$ cat src/rtl/dbus_ctrl_if.sv
// Data-bus request/response types and the dbus port interface.
// Ports: dreq (controller -> bus request), dresp (bus -> controller response).
// master = controller side, slave = bus/memory side.

package dbus_pkg;

    typedef struct packed {
        logic        valid;
        logic [63:0] addr;
        logic [2:0]  size;
        logic [7:0]  strobe;
        logic [63:0] data;
    } dbus_req_t;

    typedef struct packed {
        logic        addr_ok;
        logic        data_ok;
        logic [63:0] data;
    } dbus_resp_t;

endpackage

interface dbus_ctrl_if;
    dbus_pkg::dbus_req_t  dreq;
    dbus_pkg::dbus_resp_t dresp;

    modport master (output dreq, input dresp);
    modport slave  (input dreq, output dresp);
endinterface

$ cat src/rtl/dbus_ctrl.sv
// Purpose: sequences memory-stage data-bus transactions; holds the request on the dbus until handshake.
// Latency: request on dbus 1 cycle after dreq_in.valid; rvalid pulses the cycle after data_ok (min 3 cycles/access).
// Backpressure: stall freezes the memory stage while a request is pending and through every DRAIN cycle.
//
// Ports: clk, reset (async active-high); dreq_in/flush from the memory stage;
// dbus (master modport: dreq out, dresp in); stall, rdata, rvalid, bus_err back to the pipeline.
// Parameters: TIMEOUT (>= 2) cycles from issue before abort; CNT_W with 2**CNT_W > TIMEOUT.

module dbus_ctrl
    import dbus_pkg::*;
#(
    parameter int TIMEOUT = 256,
    parameter int CNT_W   = 9
) (
    input  logic        clk,
    input  logic        reset,
    input  dbus_req_t   dreq_in,
    input  logic        flush,
    dbus_ctrl_if.master dbus,
    output logic        stall,
    output logic [63:0] rdata,
    output logic        rvalid,
    output logic        bus_err
);

    typedef enum logic [2:0] {
        IDLE  = 3'd0,
        REQ   = 3'd1,
        WAIT  = 3'd2,
        DONE  = 3'd3,
        DRAIN = 3'd4
    } state_e;

    localparam logic [CNT_W-1:0] CNT_LAST = CNT_W'(TIMEOUT - 1);

    state_e           state_q, state_d;
    dbus_req_t        dreq_q, dreq_d;
    logic [63:0]      rdata_q, rdata_d;
    logic             bus_err_q, bus_err_d;
    logic [CNT_W-1:0] cnt_q, cnt_d;

    logic addr_ok;
    logic data_ok;
    logic active_q;
    logic stay_active;

    assign addr_ok  = dbus.dresp.addr_ok;
    assign data_ok  = dbus.dresp.data_ok;
    assign active_q = (state_q == REQ) || (state_q == WAIT) || (state_q == DRAIN);

    always_comb begin
        state_d     = state_q;
        dreq_d      = dreq_q;
        rdata_d     = rdata_q;
        bus_err_d   = 1'b0;
        cnt_d       = cnt_q;
        stay_active = 1'b0;

        // Counts every cycle a transaction is outstanding; saturating.
        if (active_q && (cnt_q != {CNT_W{1'b1}})) begin
            cnt_d = cnt_q + CNT_W'(1);
        end

        case (state_q)
            IDLE: begin
                dreq_d.valid = 1'b0;
                if (dreq_in.valid && !flush) begin
                    dreq_d       = dreq_in;
                    dreq_d.valid = 1'b1;
                    cnt_d        = '0;
                    state_d      = REQ;
                end
            end

            REQ: begin
                if (flush) begin
                    // Once the address is accepted the bus owes us a data phase,
                    // so it must be drained rather than dropped.
                    if (addr_ok && !data_ok) begin
                        state_d = DRAIN;
                    end else begin
                        dreq_d.valid = 1'b0;
                        state_d      = IDLE;
                    end
                end else if (addr_ok && data_ok) begin
                    rdata_d      = dbus.dresp.data;
                    dreq_d.valid = 1'b0;
                    state_d      = DONE;
                end else if (addr_ok) begin
                    state_d = WAIT;
                end
            end

            WAIT: begin
                if (data_ok) begin
                    dreq_d.valid = 1'b0;
                    if (flush) begin
                        state_d = IDLE;
                    end else begin
                        rdata_d = dbus.dresp.data;
                        state_d = DONE;
                    end
                end else if (flush) begin
                    state_d = DRAIN;
                end
            end

            DONE: begin
                state_d = IDLE;
            end

            DRAIN: begin
                if (data_ok) begin
                    dreq_d.valid = 1'b0;
                    state_d      = IDLE;
                end
            end

            default: begin
                dreq_d.valid = 1'b0;
                state_d      = IDLE;
            end
        endcase

        // A completing handshake or a flush-abort in the last allowed cycle wins;
        // only a transaction that would otherwise keep waiting is killed.
        stay_active = (state_d == REQ) || (state_d == WAIT) || (state_d == DRAIN);
        if (active_q && stay_active && (cnt_q == CNT_LAST)) begin
            dreq_d.valid = 1'b0;
            bus_err_d    = 1'b1;
            state_d      = IDLE;
        end
    end

    always_ff @(posedge clk or posedge reset) begin
        if (reset) begin
            state_q   <= IDLE;
            dreq_q    <= '0;
            rdata_q   <= '0;
            bus_err_q <= 1'b0;
            cnt_q     <= '0;
        end else begin
            state_q   <= state_d;
            dreq_q    <= dreq_d;
            rdata_q   <= rdata_d;
            bus_err_q <= bus_err_d;
            cnt_q     <= cnt_d;
        end
    end

    assign dbus.dreq = dreq_q;
    assign rdata     = rdata_q;
    assign rvalid    = (state_q == DONE);
    assign bus_err   = bus_err_q;

    // Held low during reset so the stage is released immediately even if it
    // still presents a valid request.
    assign stall = !reset &&
                   (((dreq_in.valid && !flush) && (state_q != DONE)) || (state_q == DRAIN));

endmodule

$ cat src/flat_wrapper.sv
// flat-port wrapper written by rule: the top's interface ports become plain ports
module dbus_ctrl_flat import dbus_pkg::*;
#(
    parameter int TIMEOUT = 256,
    parameter int CNT_W   = 9
)
  (clk, reset, dreq_in, flush, stall, rdata, rvalid, bus_err, dbus_dreq, dbus_dresp);
  dbus_ctrl_if dbus_i ();
  input  logic clk;
  input  logic reset;
  input  dbus_req_t dreq_in;
  input  logic flush;
  output logic stall;
  output logic [63:0] rdata;
  output logic rvalid;
  output logic bus_err;
  output wire logic [$bits(dbus_i.dreq)-1:0] dbus_dreq;
  input wire logic [$bits(dbus_i.dresp)-1:0] dbus_dresp;
  assign dbus_dreq = dbus_i.dreq;
  assign dbus_i.dresp = dbus_dresp;
  dbus_ctrl #(.TIMEOUT(TIMEOUT), .CNT_W(CNT_W)) u_core (.clk(clk), .reset(reset), .dreq_in(dreq_in), .flush(flush), .dbus(dbus_i), .stall(stall), .rdata(rdata), .rvalid(rvalid), .bus_err(bus_err));
endmodule
$ cat config.mk
export PLATFORM = sky130hd
export DESIGN_NAME = dbus_ctrl_flat
export DESIGN_NICKNAME = d
export VERILOG_FILES = /design/src/rtl/dbus_ctrl_if.sv /design/src/rtl/dbus_ctrl.sv /design/src/flat_wrapper.sv
export SDC_FILE = /design/constraint.sdc
export NUM_CORES = 1
export LEC_CHECK = 0
export ABC_AREA = 1
export CAP_MARGIN = 20
export CORE_MARGIN = 10
export CORE_UTILIZATION = 41
export DETAILED_ROUTE_END_ITERATION = 16
export MAX_ROUTING_LAYER = met4
export PLACE_DENSITY = 0.9
export SETUP_SLACK_MARGIN = 0.15
export SLEW_MARGIN = 20
export SYNTH_ARGS = -nofsm -noshare
export SYNTH_HDL_FRONTEND = slang
export SYNTH_SLANG_ARGS = --single-unit
$ cat constraint.sdc
create_clock -name clk -period 9.95 [get_ports clk]
set_clock_uncertainty 0.05 [all_clocks]
set_input_delay 1.4925 -clock clk [delete_from_list [all_inputs] [get_ports clk]]
set_output_delay 1.4925 -clock clk [all_outputs]
set_load 0.1 [all_outputs]
# After elaboration in Yosys (flattened, before gate mapping)
# Index checks and enable logic that the tools add are counted.
# word_totals
output_inout_bits	207
in_bits	209
wordCells	77
regBits	217
# op_classes
n_reduce_logical	22
n_mux	27
eq_ne	18
add_sub_neg	1
# op_table
op	n
$mux W64	4
$mux W140	1
$pmux W64 S2	1
$mux W3	9
$mux W9	3
$pmux W3 S4	1
$add A9 B1 Y9 const B	1
$eq A3 B2 Y1 const B	3
$eq A9 B8 Y1 const B	1
$ne A9 B9 Y1 const B	1
$logic_and A1 B1 Y1	8
$ne A2 B2 Y1 const B	4
$ne A4 B4 Y1 const B	2
$eq A3 B1 Y1 const B	2
$eq A3 B3 Y1 const B	2
$mux W1	6
$logic_or A1 B1 Y1	5
$reduce_and A5 Y1	1
$pmux W1 S4	1
$reduce_and A4 Y1	1
$logic_not A1 Y1	3
$logic_not A3 Y1	1
$ne A3 B1 Y1 const B	1
$ne A3 B2 Y1 const B	1
5 further kinds	5

# Longest topological paths before layout
# Gate-level depths: netlist of run 1.
# depth
word_depth	12
ltp_mapped	13
mapped_depth_nobuf	13

# Least setup slack after synthesis of run 1
# OpenSTA, ideal clock, no wires.
# synth_path
path_type	register to output
startpoint	reg u_core.state_q[2]
endpoint	out stall
path_stages_with_launch	6
arrival_ns	3.442
n_path_buf	1
required_ns	8.408
path_slack_ns	4.966
path_cell_list	dfrtp_1 -> buf_2 -> nor3_1 -> inv_1 -> nand2_1 -> a21oi_1
# synth_between
elab_chain_len	4
elab_cells_between_ends	5
cone_classes	eq/ne (2); reduce/logical (3)
# synth_lines
element	line_no	rtl
from (decl)	dbus_ctrl.sv:36	state_e state_q, state_d;
from (signal assigned)	dbus_ctrl.sv:143	state_q <= state_d;
$ne A3 B2 Y1	dbus_ctrl.sv:159	(((dreq_in.valid && !flush) && (state_q != DONE)) || (state_q == DRAIN));
$logic_and A1 B1 Y1	dbus_ctrl.sv:159	
$logic_or A1 B1 Y1 (*)	dbus_ctrl.sv:159	
$logic_and A1 B1 Y1 (*)	dbus_ctrl.sv:158	assign stall = !reset &&
to (decl)	flat_wrapper.sv:13	output logic stall;
# Mark *: on every way between the ends. The rest lies on a longest branch, timed or not.

# Worst setup path in the final report of run 1
# layout_path
startpoint	in flush
endpoint	out stall
# layout_between
elab_chain_len	5
# layout_lines
element	line_no	rtl
from (decl)	flat_wrapper.sv:12	input logic flush;
$logic_not A1 Y1	dbus_ctrl.sv:159	
$logic_and A1 B1 Y1 (2 in a row)	dbus_ctrl.sv:159	
$logic_or A1 B1 Y1	dbus_ctrl.sv:159	
$logic_and A1 B1 Y1	dbus_ctrl.sv:158	
# Every way passes these cells.

==> results.json, run 1 <==
{
  "worst-path-buf-inv": 2,
  "htreeDepth": 1,
  "yosysWarnings": 0,
  "clkTransAtPathRegs_ns": 0.06,
  "synth_cells": 1005,
  "setup_viol": 0,
  "cp_top_family": "buffers and inverters",
  "fillers": 1573,
  "portBuffers": 415,
  "crit_type": "in -> out",
  "synthFlopType": "dfrtp_1",
  "drv_cap": 0,
  "die_h_um": 166,
  "yosys.cell_count.top_type": "nand2_1",
  "endpoint_kind": "primary output",
  "fp-row-count": 53,
  "grt_pass1_vias": 8539,
  "grt_max_degree": 150,
  "start_util": 0.414,
  "drive_above_1_share": 0.0423,
  "viasPerCell": 4.82,
  "synth_edf_count": 0,
  "grt_use_total": 0.215,
  "ys_seq_area_frac": 0.625,
  "clk_path_buf_depth": 3,
  "dieWidth_um": 166,
  "finalHoldViolations": 0,
  "cts_inserted_buffers": 24,
  "slowest_delay_ns": 1.16,
  "core_region_area_mm2": 0.0210,
  "slew_violations": 0,
  "crit_chain": "clkdlybuf4s50_1 -> nor2_1 -> nand2_1 -> a21oi_1 -> clkdlybuf4s50_1",
  "nets": 1612,
  "cp.arrival_ns": 3.76,
  "syn-mean-instance-area_um2": 8.64,
  "final_area_mm2": 0.0138,
  "boundaryPins": 416,
  "ys_ff_latch": 217,
  "grt_pass1_wl_um": 45600,
  "num_vias": 8157,
  "cts_tree": "yes",
  "grt_setup_unrepaired": "false",
  "dpl_cell_area_mm2": 0.0130,
  "drt_pass1_iterations": 5,
  "hpwl_um": 22100,
  "cp_common_cell": "clkdlybuf4s50_1",
  "drtIter0Drc": 721,
  "clock_latency_ns": 0.51,
  "worst_slew_pin_slew_ns": 1.07,
  "synth.cell_area_mm2": 0.00869,
  "min_period_ns": 5.30,
  "wl_per_cell_um": 18.1,
  "place_congestion": 0.876,
  "fmax_ghz": 0.189,
  "cts_root_buffer": "clkbuf_16",
  "synth_area_leaders": "dfrtp_1, nand2_1, nand3_1",
  "overflow": 0,
  "min_period_over_period": 0.533,
  "worst_path_max_delay_cell": "clkdlybuf4s50_1",
  "syn_nets": 1217,
  "syn_to_final_growth_pct": 58.9,
  "ys_types": 22,
  "cts_resized": 0,
  "synth_top_area_frac": 0.625,
  "n_antenna_cell": 0,
  "synth_top_area_cell": "dfrtp_1",
  "holdBufCountCts": 0,
  "die_area_mm2": 0.0274,
  "crit_required_ns": 8.41,
  "ant_nets": 0,
  "setup-tns-final_ns": 0,
  "drc": 0,
  "startpoint_type": "input pin",
  "synth_common_cells": "nand2_1, dfrtp_1, nand3_1, nor2_1, clkbuf_1",
  "synthArstFlopShare": 1.00,
  "holdCritPathClass": "reg -> reg",
  "cp_max_fo": 6,
  "maxSlewHeadroom": 0.284,
  "clock-sinks": 217,
  "totalWireLength_um": 30700,
  "postCtsSetupBuffers": 0,
  "grt_antenna_before_repair": 0,
  "status": "finished clean"
}
[worst paths after layout]
path,from,endpoint,slack [ns],cells past startpoint
min in group asynchronous,reset,u_core.dbus.dreq[81],1.46,2
worst max-delay path,flush,stall,4.65,5
max in group asynchronous,reset,u_core.dbus.dreq[22],7.00,3
worst max register to register,u_core.state_q[0],u_core.dbus.dreq[115],6.44,6
worst min register to register,u_core.rdata[54],u_core.rdata[54],0.42,2
worst min-delay path,u_core.rdata[54],u_core.rdata[54],0.42,2
[routing by layer]
layer	part of all wire	global-route usage	vias up
li1	-	-	3876
met1	0.37	0.235	3849
met2	0.50	0.364	376
met3	0.10	0.0702	56
met4	0.028	0.0722	0
met5	0	-	-
[state kept, by name, indices dropped and copies added (netlist names)]
name              flops
u_core.dbus.dreq    140
u_core.rdata         64
u_core.cnt_q          9
u_core.state_q        3
u_core.bus_err        1
[final cells by class]
type / instances / area, um2 / area share
sequential: 217 / 5430 / 0.394
timing repair buffer: 421 / 4210 / 0.305
multi-input combinational: 714 / 2890 / 0.209
clock buffer: 28 / 647 / 0.0469
tap: 275 / 344 / 0.0249
clock inverter: 16 / 180 / 0.0131
inverter: 22 / 97.6 / 0.00707
[kinds of logic after synthesis]
group                    share of synthesized area
buffers and inverters                       0.0441
adder cells (fa/ha/maj)                    0.00432
XOR/XNOR                                   0.00303
AO/OA/AOI/OAI                               0.0114
AND/OR/NAND/NOR                              0.312
flip-flops                                   0.625
[worst register-to-register path: stages, from the launching register on]
cell	delay, ns
dfrtp_1	0.43
nor2_1	0.28
nand3_4	0.69
inv_4	0.93
buf_4	0.74
nand2_1	0.21
nand2_1	0.11
[cells in the final DEF (no fill, tap or decap), drive strengths merged]
cell             n
a21oi           11
buf              6
bufinv           4
clkbuf          28
clkdlybuf4s50  415
clkinv          13
dfrtp          217
ha               3
inv             21
nand2          585
nand3           75
nand4            1
nor2            23
nor3             4
nor4             1
o21ai            8
xnor2            1
xor2             2
[metrics by stage]
step           hold WS (ns)  utilization  setup WS, ns  std cells
2_1_floorplan         0.467            -          2.47       1005
3_3_place_gp          0.402        0.618          4.66       1648
3_5_place_dp          0.407        0.619          4.64       1649
4_1_cts               0.422        0.658          4.65       1693
5_1_grt               0.434        0.658          4.60       1693
6_report              0.421        0.658          4.65       1693
Power of run 1 is not shown: default switching activity piles up to over one toggle a cycle in this logic, so the estimate is an artifact.
==> run 2, diff against run 1 <==
==> constraint.sdc (replaced) <==
create_clock -name clk -period 5.2 [get_ports clk]
set_clock_uncertainty 0.05 [all_clocks]
set_input_delay 0.78 -clock clk [delete_from_list [all_inputs] [get_ports clk]]
set_output_delay 0.78 -clock clk [all_outputs]
set_load 0.1 [all_outputs]
==> run 2 against run 1 <==
Count of clock-buffer cells in the layout is 6 higher. Design area is 0.34% higher. Critical endpoint unchanged. Register-to-register slack worse by 3.8 ns.
==> results.json, run 2 (synthesized netlist as in run 1, its figures left out) <==
{
  "status": "finished clean",
  "slowest_delay_ns": 1.19,
  "nets": 1615,
  "viasPerCell": 4.83,
  "grt-busiest-layer": "met2",
  "crit_type": "in -> out",
  "die_area_mm2": 0.0274,
  "regArea_mm2": 0.00543,
  "clkTransAtPathRegs_ns": 0.06,
  "clk_path_buf_depth": 3,
  "num_vias": 8197,
  "clock_latency_ns": 0.51,
  "multi_input_area_mm2": 0.00289,
  "holdBufCountCts": 0,
  "grt_pass1_wl_um": 45400,
  "fp-row-count": 53,
  "portBuffers": 415,
  "dieWidth_um": 166,
  "wl_per_cell_um": 18.1,
  "final_cell_mix": "nand2_1, clkdlybuf4s50_1, dfrtp_1, nand3_1, clkbuf_16",
  "hpwl_um": 22400,
  "postCtsSetupBuffers": 0,
  "drtIter0Drc": 674,
  "min_period_ns": 3.89,
  "cts_tree": "yes",
  "totalWireLength_um": 30700,
  "cts_resized": 0,
  "overflow": 0,
  "fmax_ghz": 0.257,
  "boundaryPins": 416,
  "cp_common_cell": "clkdlybuf4s50_1",
  "drc": 0,
  "setup_viol": 0,
  "start_util": 0.414,
  "core_region_area_mm2": 0.0210,
  "syn_to_final_growth_pct": 59.4,
  "holdCritPathClass": "reg -> reg",
  "slew_violations": 0,
  "htreeDepth": 1,
  "cts_root_buffer": "clkbuf_16",
  "crit_chain": "clkdlybuf4s50_1 -> nor2_1 -> nand2_1 -> a21oi_1 -> clkdlybuf4s50_1",
  "place_congestion": 0.892,
  "worst_path_max_delay_cell": "clkdlybuf4s50_1",
  "grt_use_total": 0.217,
  "clock-sinks": 217,
  "grt_max_degree": 100,
  "largest_register_ffs": 140,
  "cp.arrival_ns": 3.06,
  "layout_commonest_cell": "nand2_1",
  "ant_nets": 0,
  "cts_inserted_buffers": 24,
  "grt_setup_unrepaired": "false",
  "setup-tns-final_ns": 0,
  "grt_use_met1": 0.234,
  "startpoint_type": "input pin",
  "drt_pass1_iterations": 5,
  "maxSlewHeadroom": 0.305,
  "worst_slew_pin_slew_ns": 1.04,
  "min_period_over_period": 0.747,
  "grtUsageMet3": 0.0627,
  "crit_required_ns": 4.37,
  "r2r_setup_slack_ns": 2.68,
  "grt_antenna_before_repair": 0,
  "cp_max_fo": 6,
  "endpoint_kind": "primary output",
  "drv_cap": 0,
  "finalHoldViolations": 0,
  "grt_pass1_vias": 8489,
  "die_h_um": 166,
  "met2_usage": 0.369,
  "drive_above_1_share": 0.0429,
  "fillers": 1538,
  "n_antenna_cell": 0
}
## run 2: layout make-up
type / instances / share of cell area
clock buffers: 34 / 0.0512
clock inverters: 10 / 0.00967
inverters: 22 / 0.00642
multi-input cells: 714 / 0.209
flip-flops and latches: 217 / 0.392
well taps: 275 / 0.0249
repair buffers: 424 / 0.307
## run 2: layer usage
layer	part of all wire	vias up	wire length (um)
met5	0	-	0
met4	0.037	0	1150
met2	0.50	377	15500
met3	0.097	81	2980
li1	-	3881	-
met1	0.36	3858	11100
## run 2: path summary, 6_finish.rpt
| check | start | to | cells after the start |
|---|---|---|---|
| max in group asynchronous | reset | u_core.dbus.dreq[112] | 3 |
| worst min register to register | u_core.rdata[1] | u_core.rdata[1] | 2 |
| worst min-delay path | u_core.rdata[1] | u_core.rdata[1] | 2 |
| worst max register to register | u_core.state_q[2] | u_core.cnt_q[8] | 6 |
| min in group asynchronous | reset | u_core.state_q[2] | 2 |
| worst max-delay path | flush | stall | 5 |
## run 2: stage by stage
| stage | worst slack, ns | hold WS, ns | util | cell area (um2) | instances |
|---|---|---|---|---|---|
| floorplan | 0.928 | 0.467 | - | 8690 | 1005 |
| CTS | 1.31 | 0.422 | 0.660 | 13800 | 1696 |
| global route | 1.18 | 0.446 | 0.661 | 13800 | 1696 |
| finish | 1.31 | 0.417 | 0.661 | 13800 | 1696 |
| detailed placement | 1.31 | 0.407 | 0.620 | 13000 | 1652 |
| global placement | 1.35 | 0.402 | 0.620 | 13000 | 1652 |
## run 2: critical path, delay by kind of cell
family          cells  cell delay [ns]
compound gates      1             0.14
buf+inv             2             1.71
simple gates        2             0.41
Power of run 2 is left out for the same reason.
==> run 3, diff against run 2 <==
==> constraint.sdc (replaced) <==
create_clock -name clk -period 4 [get_ports clk]
set_clock_uncertainty 0.05 [all_clocks]
set_input_delay 0.6 -clock clk [delete_from_list [all_inputs] [get_ports clk]]
set_output_delay 0.6 -clock clk [all_outputs]
set_load 0.1 [all_outputs]
==> run 3 against run 2 <==
Critical path depth is 2 lower. Register-to-register slack got worse by 0.87 ns. Final cell count grew 0.12%. Critical path type is now reg -> out.
==> results.json, run 3 (synthesized netlist as in run 1, its figures left out) <==
{
  "cts_resized": 0,
  "status": "finished clean",
  "grt_max_degree": 82,
  "layout_commonest_cell": "nand2_1",
  "core_region_area_mm2": 0.0210,
  "dieWidth_um": 166,
  "cts_root_buffer": "clkbuf_16",
  "drc": 0,
  "fillers": 1536,
  "drtIter0Drc": 756,
  "nets": 1618,
  "overflow": 0,
  "drt_pass1_iterations": 5,
  "crit_type": "reg -> out",
  "clk_path_buf_depth": 3,
  "grt_pass1_wl_um": 46200,
  "holdWs_ns": 0.420,
  "clkTransAtPathRegs_ns": 0.06,
  "fmax_ghz": 0.317,
  "place_congestion": 0.920,
  "min_period_ns": 3.16,
  "dpl_cell_area_mm2": 0.0131,
  "setup_viol": 0,
  "die_h_um": 166,
  "drv_cap": 0,
  "postCtsSetupBuffers": 0,
  "maxSlewHeadroom": 0.277,
  "n_antenna_cell": 0,
  "grt_use_total": 0.218,
  "wl_per_cell_um": 18.2,
  "clock_latency_ns": 0.50,
  "grt_setup_unrepaired": "false",
  "start_util": 0.414,
  "hpwl_um": 22700,
  "fp-row-count": 53,
  "crit_required_ns": 3.35,
  "startpoint_type": "flop",
  "endpoint_kind": "primary output",
  "clock-sinks": 217,
  "die_area_mm2": 0.0274,
  "final_cell_mix": "nand2_1, clkdlybuf4s50_1, dfrtp_1, nand3_1, clkbuf_16",
  "final_area_mm2": 0.0139,
  "min_period_over_period": 0.789,
  "syn_to_final_growth_pct": 60.6,
  "r2r_setup_slack_ns": 1.81,
  "drive_above_1_share": 0.0478,
  "cp.arrival_ns": 2.51,
  "grt_pass1_vias": 8504,
  "setup-tns-final_ns": 0,
  "viasPerCell": 4.83,
  "portBuffers": 415,
  "boundaryPins": 416,
  "ant_nets": 0,
  "slew_violations": 0,
  "cts_inserted_buffers": 24,
  "holdBufCountCts": 0,
  "largest_register_ffs": 140,
  "worst_slew_pin_slew_ns": 1.08,
  "cts_tree": "yes",
  "cp_max_fo": 5,
  "final_cells": 1698,
  "place_inst": 1655,
  "grt_antenna_before_repair": 0,
  "num_vias": 8209,
  "totalWireLength_um": 30900,
  "finalHoldViolations": 0,
  "htreeDepth": 1,
  "holdCritPathClass": "reg -> reg"
}
-- run 3: worst paths after layout --
path	startpoint	to	depth (start not counted)
setup / recovery	u_core.state_q[1]	rvalid	3
hold / removal	u_core.rdata[4]	u_core.rdata[4]	2
setup reg to reg	u_core.state_q[2]	u_core.dbus.dreq[139]	8
hold reg to reg	u_core.rdata[4]	u_core.rdata[4]	2
max in group asynchronous	reset	u_core.dbus.dreq[65]	3
min in group asynchronous	reset	u_core.dbus.dreq[84]	2
-- run 3: area by class of cell --
class | instances | area, um2 | area share
Multi-Input combinational cell | 714 | 2890 | 0.207
Sequential cell | 217 | 5430 | 0.389
Inverter | 22 | 88.8 | 0.00637
Clock buffer | 31 | 698 | 0.0501
Tap cell | 275 | 344 | 0.0247
Clock inverter | 12 | 165 | 0.0118
Timing Repair Buffer | 427 | 4330 | 0.310
-- run 3: critical path, stage by stage, from the launching register on --
cell             delay (ns)
dfrtp_1                0.43
inv_1                  0.13
nor3_2                 0.24
clkdlybuf4s50_1        1.20
-- run 3: stage by stage --
step,utilization,setup slack (ns)
6_report,0.666,0.845
5_1_grt,0.666,0.745
3_3_place_gp,0.623,1.18
2_1_floorplan,-,0.524
3_5_place_dp,0.624,1.19
4_1_cts,0.666,0.816
-- run 3: metal layers --
metal,part of all wire,global-route usage
met1,0.36,0.235
met2,0.50,0.370
met3,0.11,0.0783
met4,0.023,0.0630
met5,0,-
Power of run 3 is left out for the same reason.
